===== config.mk =====
export PLATFORM = sky130hd
export DESIGN_NAME = bin2bcd_seq
export DESIGN_NICKNAME = d
export VERILOG_FILES = /design/src/rtl/bin2bcd_pkg.sv /design/src/rtl/bin2bcd_seq_cell.sv /design/src/rtl/bin2bcd_seq.sv
export SDC_FILE = /design/constraint.sdc
export NUM_CORES = 1
export LEC_CHECK = 0
export BUFFER_PORTS_ARGS = -buffer_cell sky130_fd_sc_hd__buf_4
export CAP_MARGIN = 20
export CORE_MARGIN = 5
export CORE_UTILIZATION = 58
export CTS_BUF_LIST = sky130_fd_sc_hd__clkbuf_8
export DETAILED_ROUTE_END_ITERATION = 10
export HOLD_SLACK_MARGIN = 0.03
export PLACE_DENSITY = 0.82
export SYNTH_ARGS = -nofsm -noshare
export SYNTH_HDL_FRONTEND = slang
export SYNTH_SLANG_ARGS = --single-unit

===== constraint.sdc =====
create_clock -name clk -period 2.5 [get_ports clk]
set_clock_uncertainty 0.1 [all_clocks]
set_input_delay 0.375 -clock clk [delete_from_list [all_inputs] [get_ports clk]]
set_output_delay 0.375 -clock clk [all_outputs]
set_load 0.1 [all_outputs]

===== src/rtl/bin2bcd_pkg.sv =====
// bin2bcd_pkg: shared state encoding, digit width and helpers for bin2bcd_seq
package bin2bcd_pkg;
  localparam int BCD_W = 4;
  typedef enum logic [1:0] {IDLE, SHIFT, DONE} state_e;
  function automatic int clog2(input int v);
    int r = 1;
    while ((1 << r) < v) r++;
    return r;
  endfunction
  function automatic logic [BCD_W-1:0] add3(input logic [BCD_W-1:0] d);
    return (d >= 4'd5) ? d + 4'd3 : d;
  endfunction
endpackage


===== src/rtl/bin2bcd_seq_cell.sv =====
// bcd_digit_cell: one BCD digit of the double-dabble chain, add-3 then shift
module bcd_digit_cell
  import bin2bcd_pkg::*;
(
  input  logic             clk,
  input  logic             rst_n,
  input  logic             clr_i,
  input  logic             en_i,
  input  logic             si_i,
  output logic [BCD_W-1:0] digit_o,
  output logic             so_o
);
  logic [BCD_W-1:0] digit_q, digit_d, adj;
  assign adj = add3(digit_q);
  assign so_o = adj[BCD_W-1];
  assign digit_o = digit_q;
  always_comb digit_d = clr_i ? '0 : en_i ? {adj[BCD_W-2:0], si_i} : digit_q;
  always_ff @(posedge clk or negedge rst_n)
    if (!rst_n) digit_q <= '0;
    else digit_q <= digit_d;
endmodule


===== src/rtl/bin2bcd_seq.sv =====
// bin2bcd_seq: sequential binary-to-BCD converter, one bit per clock,
// with optional signed input, overflow flag and leading-zero mask
module bin2bcd_seq
  import bin2bcd_pkg::*;
#(
  parameter int BIN_W  = 20,
  parameter int DIGITS = 7,
  parameter int SIGNED = 0
) (
  input  logic                    clk,
  input  logic                    rst_n,
  input  logic                    in_valid,
  output logic                    in_ready,
  input  logic [BIN_W-1:0]        in_bin,
  output logic                    out_valid,
  input  logic                    out_ready,
  output logic [BCD_W*DIGITS-1:0] bcd,
  output logic                    sign,
  output logic                    ovf,
  output logic [DIGITS-1:0]       lz_mask
);
  localparam int CW = clog2(BIN_W);
  state_e state_q, state_d;
  logic [BIN_W-1:0] sr_q, sr_d;
  logic [CW-1:0] cnt_q, cnt_d;
  logic sign_q, sign_d, ovf_q, ovf_d, in_ready_q, out_valid_q, cap, sh, last, neg, z;
  logic [DIGITS-1:0] lz_q, lz_d;
  logic [DIGITS:0] chain;
  logic [BCD_W*DIGITS-1:0] nxt;
  assign cap = (state_q == IDLE) && in_valid;
  assign sh = (state_q == SHIFT);
  assign last = sh && (cnt_q == '0);
  assign neg = (SIGNED != 0) && in_bin[BIN_W-1];
  assign chain[0] = sr_q[BIN_W-1];
  genvar k;
  generate
    for (k = 0; k < DIGITS; k++) begin : g_dig
      logic [BCD_W-1:0] adj;
      bcd_digit_cell u_cell (
        .clk     (clk),
        .rst_n   (rst_n),
        .clr_i   (cap),
        .en_i    (sh),
        .si_i    (chain[k]),
        .digit_o (bcd[BCD_W*k +: BCD_W]),
        .so_o    (chain[k+1])
      );
      // digit value after this cycle's shift, so the mask lands with bcd
      assign adj = add3(bcd[BCD_W*k +: BCD_W]);
      assign nxt[BCD_W*k +: BCD_W] = {adj[BCD_W-2:0], chain[k]};
    end
  endgenerate
  always_comb begin
    lz_d = lz_q;
    z = 1'b1;
    if (last) begin
      lz_d = '0;
      for (int i = DIGITS - 1; i > 0; i--) begin
        z = z & ~|nxt[BCD_W*i +: BCD_W];
        lz_d[i] = z;
      end
    end
  end
  always_comb begin
    state_d = state_q;
    sr_d = sr_q;
    cnt_d = cnt_q;
    sign_d = sign_q;
    ovf_d = ovf_q;
    if (cap) begin
      sr_d = neg ? -in_bin : in_bin;
      sign_d = neg;
      ovf_d = 1'b0;
      cnt_d = CW'(BIN_W - 1);
      state_d = SHIFT;
    end else if (sh) begin
      sr_d = sr_q << 1;
      ovf_d = ovf_q | chain[DIGITS];
      cnt_d = last ? cnt_q : cnt_q - 1'b1;
      state_d = last ? DONE : SHIFT;
    end else if (state_q == DONE && out_ready) begin
      state_d = IDLE;
    end
  end
  always_ff @(posedge clk or negedge rst_n)
    if (!rst_n) begin
      state_q <= IDLE;
      sr_q <= '0;
      cnt_q <= '0;
      sign_q <= 1'b0;
      ovf_q <= 1'b0;
      lz_q <= '0;
      in_ready_q <= 1'b1;
      out_valid_q <= 1'b0;
    end else begin
      state_q <= state_d;
      sr_q <= sr_d;
      cnt_q <= cnt_d;
      sign_q <= sign_d;
      ovf_q <= ovf_d;
      lz_q <= lz_d;
      in_ready_q <= (state_d == IDLE);
      out_valid_q <= (state_d == DONE);
    end
  assign in_ready = in_ready_q;
  assign out_valid = out_valid_q;
  assign sign = sign_q;
  assign ovf = ovf_q;
  assign lz_mask = lz_q;
endmodule


# Word level (Yosys, flattened, before mapping)
# Index checks and enable logic that the tools add are counted.
dict set report word_totals {
  out_inout_bits 39
  ff_bits 64
  input_bits 24
}
dict set report classes {
  n_bitwise 6
  n_reduce_logical 20
  magnitude_cmp 7
  n_addsub 8
  n_mux 32
  n_eq_ne 4
}
# cell count
set ops {}
lappend ops {{two-way mux 4 bit} 21}
lappend ops {{two-way mux 20 bit} 2}
lappend ops {{adder 4 x 2 -> 4 bit (second input constant)} 7}
lappend ops {{greater-or-equal comparator 4 x 3 -> 1 bit (second input constant)} 7}
lappend ops {{OR reduction 4 bit} 6}
lappend ops {{two-way mux 5 bit} 3}
lappend ops {{two-way mux 2 bit} 4}
lappend ops {{zero test 1 bit} 6}
lappend ops {{AND 1 bit} 5}
lappend ops {{zero test 5 bit} 1}
lappend ops {{subtractor 5 x 1 -> 5 bit (second input constant)} 1}
lappend ops {{equality test 2 bit (second input constant)} 2}
lappend ops {{zero test 2 bit} 2}
lappend ops {{logical AND 1 bit} 3}
lappend ops {{equality test 2 x 1 -> 1 bit (second input constant)} 1}
lappend ops {{two-way mux 1 bit} 2}
lappend ops {{!= test 2 x 1 -> 1 bit (second input constant)} 1}
lappend ops {{AND reduction 2 bit} 1}
lappend ops {{nonzero test 2 bit} 1}
lappend ops {{OR 1 bit} 1}

# Longest topological paths before layout
dict set report depth {
  depth_word 9
  mapped_depth 9
  depth_no_buf 8
}

# Cells and area by module
# From an unflattened synthesis, not the netlist that was laid out.
dict set report hier_totals {
  hier_cells 412
  area_unflattened_um2 3841.2
}
# module n_inst cells_per_inst area_each_um2 seq_area_each_um2
set modules_own_cells {}
lappend modules_own_cells {bin2bcd_seq 1 223 2010.7 902.1}
lappend modules_own_cells {bcd_digit_cell 7 27 261.5 100.1}

# Worst setup path before layout
# No wires, ideal clock.
dict set report synth_path {
  kind {reg-to-reg}
  start {register g_dig[5].u_cell.digit_q[1]}
  end {register lz_q[1] (netlist: lz_mask[1])}
  period_less_slack_ns 2.876
  setup_ns 0.071
  path_slack_ns -0.376
  arrival_time_ns 2.705
  path_buffers 0
  path_stages_with_launch 9
  cell_sequence {dfrtp_1 inv_1 ha_1 nand2b_1 a21oi_1 mux2i_1 nand4_2 nor4_4 a32o_1}
}
dict set report synth_between {
  elab_chain_len 9
  elab_cells_between_ends 12
  cone_classes {add/sub (1); order compare (1); mux (1); bitwise (5); reduce/logical (4)}
}
# item line_no
set synth_rtl {}
lappend synth_rtl {{from (decl)} bin2bcd_seq_cell.sv:13} ;# logic [BCD_W-1:0] digit_q, digit_d, adj;
lappend synth_rtl {{from (signal assigned)} bin2bcd_seq_cell.sv:20} ;# else digit_q <= digit_d;
lappend synth_rtl {{adder 4 x 2 -> 4 bit or greater-or-equal comparator 4 x 3 -> 1 bit (tied branches)} bin2bcd_pkg.sv:11} ;# return (d >= 4'd5) ? d + 4'd3 : d;
lappend synth_rtl {{two-way mux 4 bit (*)} bin2bcd_pkg.sv:11}
lappend synth_rtl {{OR reduction 4 bit} bin2bcd_seq.sv:59} ;# z = z & ~|nxt[BCD_W*i +: BCD_W];
lappend synth_rtl {{zero test 1 bit} bin2bcd_seq.sv:59}
lappend synth_rtl {{AND 1 bit (*) (5 in a row)} bin2bcd_seq.sv:59}
lappend synth_rtl {{to (signal assigned)} bin2bcd_seq.sv:101} ;# lz_q <= lz_d;
lappend synth_rtl {{to (decl)} bin2bcd_seq.sv:27} ;# logic [DIGITS-1:0] lz_q, lz_d;
# Every way passes the cells marked *; elsewhere a longest branch is shown, timed or not.
# A chain may end at the register's enable or synchronous reset.

# Worst setup path in the final report
# Same ends and word-level chain as after synthesis.

==> impl_metrics.toml <==
[global_routing]
grt_first_pass_wirelength_um = 14010
grt_start_max_net_pins = 34
grt_pass1_vias = 2989
total_track_usage_pct = 23.17
antenna_found_initial = 0
globalRouteOverflowTotal = 0

[flow_run]
drv_cap = 0

[synthesis]
async_flop_share_pct = 100.0
synth.yosys.seq_area_share_pct = 45.49
synth_area_per_cell_um2 = 9.371
synth_ff_type = "sky130_fd_sc_hd__dfrtp_1"
syn-instance-count = 376
synth.distinct_cells = 46
mappedNetlistArea_um2 = 3523
ys.warnings.count = 0
yosys_register_bits = 64
edff_count_synth = 0

[cts]
number_of_buffers_created_by_cts = 9
buffer_levels_on_the_longest_clock_path = 2
insertion_delay_ns = 0.34
post_cts_resize_count = 0
cts.repair_timing.setup_buffer_count = 0
tritoncts_clock_tree = "built"
cts-root-buf = "sky130_fd_sc_hd__clkbuf_8"
htree_levels = 3
sinks_on_the_clock_net = 64
path_clk_slew_ns = 0.07

[critical_path]
cp_slowest_cell = "sky130_fd_sc_hd__dfrtp_4"
criticalPathCategory = "reg2reg"
cp-end-kind = "register"
critical_path.max_fanout = 4
worst_setup_path_startpoint = "g_dig[5].u_cell.digit_o[1]"
startpoint_type_of_the_worst_setup_path = "register"
worstPathRequired_ns = 2.68
worstPathCellList = "inv_1, ha_1, nand2b_1, a21oi_1, mux2i_1, nand4_2, nor4_4, a32o_1"
critical_path_s_largest_stage_delay_ns = 0.48
cp.arrival_ns = 2.51
worstReg2RegStart = "g_dig[5].u_cell.digit_o[1]"

[timing]
timing.final.crit_share_pct = 93.04
max_slew.worst_pin.slew_ns = 0.6223
final-hold-violation-count = 0
fin_ws_ns = 0.1739
post-route-min-period_ns = 2.326
finalSetupViolCount = 0
timing.final.max_slew_violations = 0
unrepaired_setup_endpoints_after_global_routing = "no"
max_freq_ghz = 0.4299
headroom_to_the_max_slew_limit_pct = 58.51
timing.setup.tns_ns = 0

[placed_design]
placement.io_buffers = 60
routabilityCongestion = 0.9258
hpwl_um = 5910
place_ws_ns = 0.2082

[route]
detail-route-antenna-nets = 0
met3_wirelength_um = 451
top_layer_used = "met4"
dr.first_iter.drc_count = 193
drt-pass1-iter-count = 5
detailroute.wirelength.met2_um = 4156
via_count = 2995
drcViolationCount = 0
vias_per_cell = 5.782
m1WireLength_um = 3446
detail_route.wirelength_um = 8192
avgRoutedWirePerCell_um = 15.81

[hold_path]
min-delay-path-class = "in2reg"
worstHoldStart = "in_bin[18]"

[die]
core_region_area_um2 = 5921
floorplan.die.width_um = 87.94
initial_cell_density_of_the_core_pct = 59.51
io-pin-count = 63
number_of_cell_rows = 28
die_y_um = 87.94
dieArea_um2 = 7733

[finish]
insertedDiodeCount = 0
layout-drive-gt1-share_pct = 24.15
fin_util_pct = 73.01
nFillCells = 440
area_growth_pct = 22.69
final_nets = 477

[outcome]
run_status = "completed"
==> kinds of logic (layout without fill, tap and decap cells) <==
logic type | after synthesis | in the layout | share of synthesized area (%)
AOI/OAI and AO/OA | 142 | 142 | 24.54
and+or+nand+nor | 99 | 99 | 15.91
DFF | 64 | 64 | 45.49
buffers and inverters | 41 | 107 | 4.759
adders and majority gates | 15 | 15 | 5.327
xor gates and xnor gates | 8 | 8 | 1.989
muxes | 6 | 6 | 1.882
other | 1 | 2 | 0.1064
==> critical path, delay by kind of cell (launching register included) <==
| family | cells | cell delay [ns] |
|---|---|---|
| and+or+nand+nor | 3 | 0.62 |
| DFF | 1 | 0.48 |
| buffers and inverters | 1 | 0.12 |
| adders and majority gates | 1 | 0.23 |
| muxes | 1 | 0.27 |
| AOI/OAI and AO/OA | 2 | 0.45 |
==> metrics by stage <==
| stage | hold slack, ns | instances | area, µm² |
|---|---|---|---|
| final | 0.2070 | 518 | 4323 |
| after global routing | 0.2135 | 518 | 4323 |
| after CTS | 0.1950 | 518 | 4323 |
| after detailed placement | 0.2476 | 501 | 4089 |
| after global placement | 0.2430 | 501 | 4089 |
| after floorplan | -0.02059 | 377 | 3543 |
==> per-layer routing <==
| metal | vias up | global-route usage, % |
|---|---|---|
| met5 | - | 0 |
| met4 | 0 | 9.344 |
| met3 | 15 | 4.139 |
| met2 | 87 | 39.32 |
| met1 | 1434 | 29.31 |
| li1 | 1459 | - |
==> layout by cell type (no fill, tap or decap), drive strengths merged, types with 4 or more instances in the layout <==
cell / instances
buf: 71
dfrtp: 63
o21ai: 53
a21oi: 41
nand2: 27
nor2b: 22
inv: 21
a22oi: 18
ha: 15
nand2b: 12
nor2: 11
o22ai: 11
clkbuf: 11
a22o: 7
xnor2: 7
nor3b: 7
nor3: 5
or2: 4
o31ai: 4
mux2i: 4
==> path summary, 6_finish.rpt <==
check,end,slack (ns),cells after the start
worst max-delay path,lz_mask[1],0.17,8
min in group asynchronous,g_dig[4].u_cell.digit_o[2],0.43,2
max in group asynchronous,in_ready,1.19,3
worst max register to register,lz_mask[1],0.17,8
worst min-delay path,sr_q[18],0.21,3
worst min register to register,sr_q[19],0.40,2
==> what timing repair did <==
item | CTS | global route
hold buffers | 1 | 0
hold endpoints to repair | 31 | 0
endpoints found under the setup margin | 0 | 0
==> Yosys cell counts, types with 11 or more instances <==
library cell | number | area [µm²]
sky130_fd_sc_hd__nor2b_1 | 22 | 137.6
sky130_fd_sc_hd__dfrtp_1 | 63 | 1577
sky130_fd_sc_hd__nor2_1 | 11 | 41.29
sky130_fd_sc_hd__clkbuf_1 | 13 | 48.80
sky130_fd_sc_hd__o21ai_1 | 27 | 135.1
sky130_fd_sc_hd__ha_1 | 15 | 187.7
sky130_fd_sc_hd__o22ai_1 | 11 | 68.82
sky130_fd_sc_hd__o21ai_0 | 25 | 125.1
sky130_fd_sc_hd__inv_1 | 19 | 71.32
sky130_fd_sc_hd__a22oi_1 | 18 | 135.1
sky130_fd_sc_hd__nand2_1 | 26 | 97.59
sky130_fd_sc_hd__a21oi_1 | 40 | 200.2
sky130_fd_sc_hd__nand2b_1 | 11 | 68.82
==> registers in the layout, indices dropped and copies added, names as in the netlist <==
signal,flops
ovf,1
g_dig.u_cell.digit_o,28
state_q,2
cnt_q,5
out_valid,1
sr_q,20
in_ready,1
lz_mask,6
==> cell type report <==
class	instances	area, µm²	share of cell area (%)
multi-input combinational	272	1759	40.69
sequential	64	1619	37.45
clock buffer	11	151.4	3.502
clock inverter	5	72.57	1.679
timing repair buffer	72	555.5	12.85
tap	75	93.84	2.171
inverter	19	71.32	1.650
Power is not shown: default switching activity piles up to over one toggle a cycle in this logic, so the estimate is an artifact.
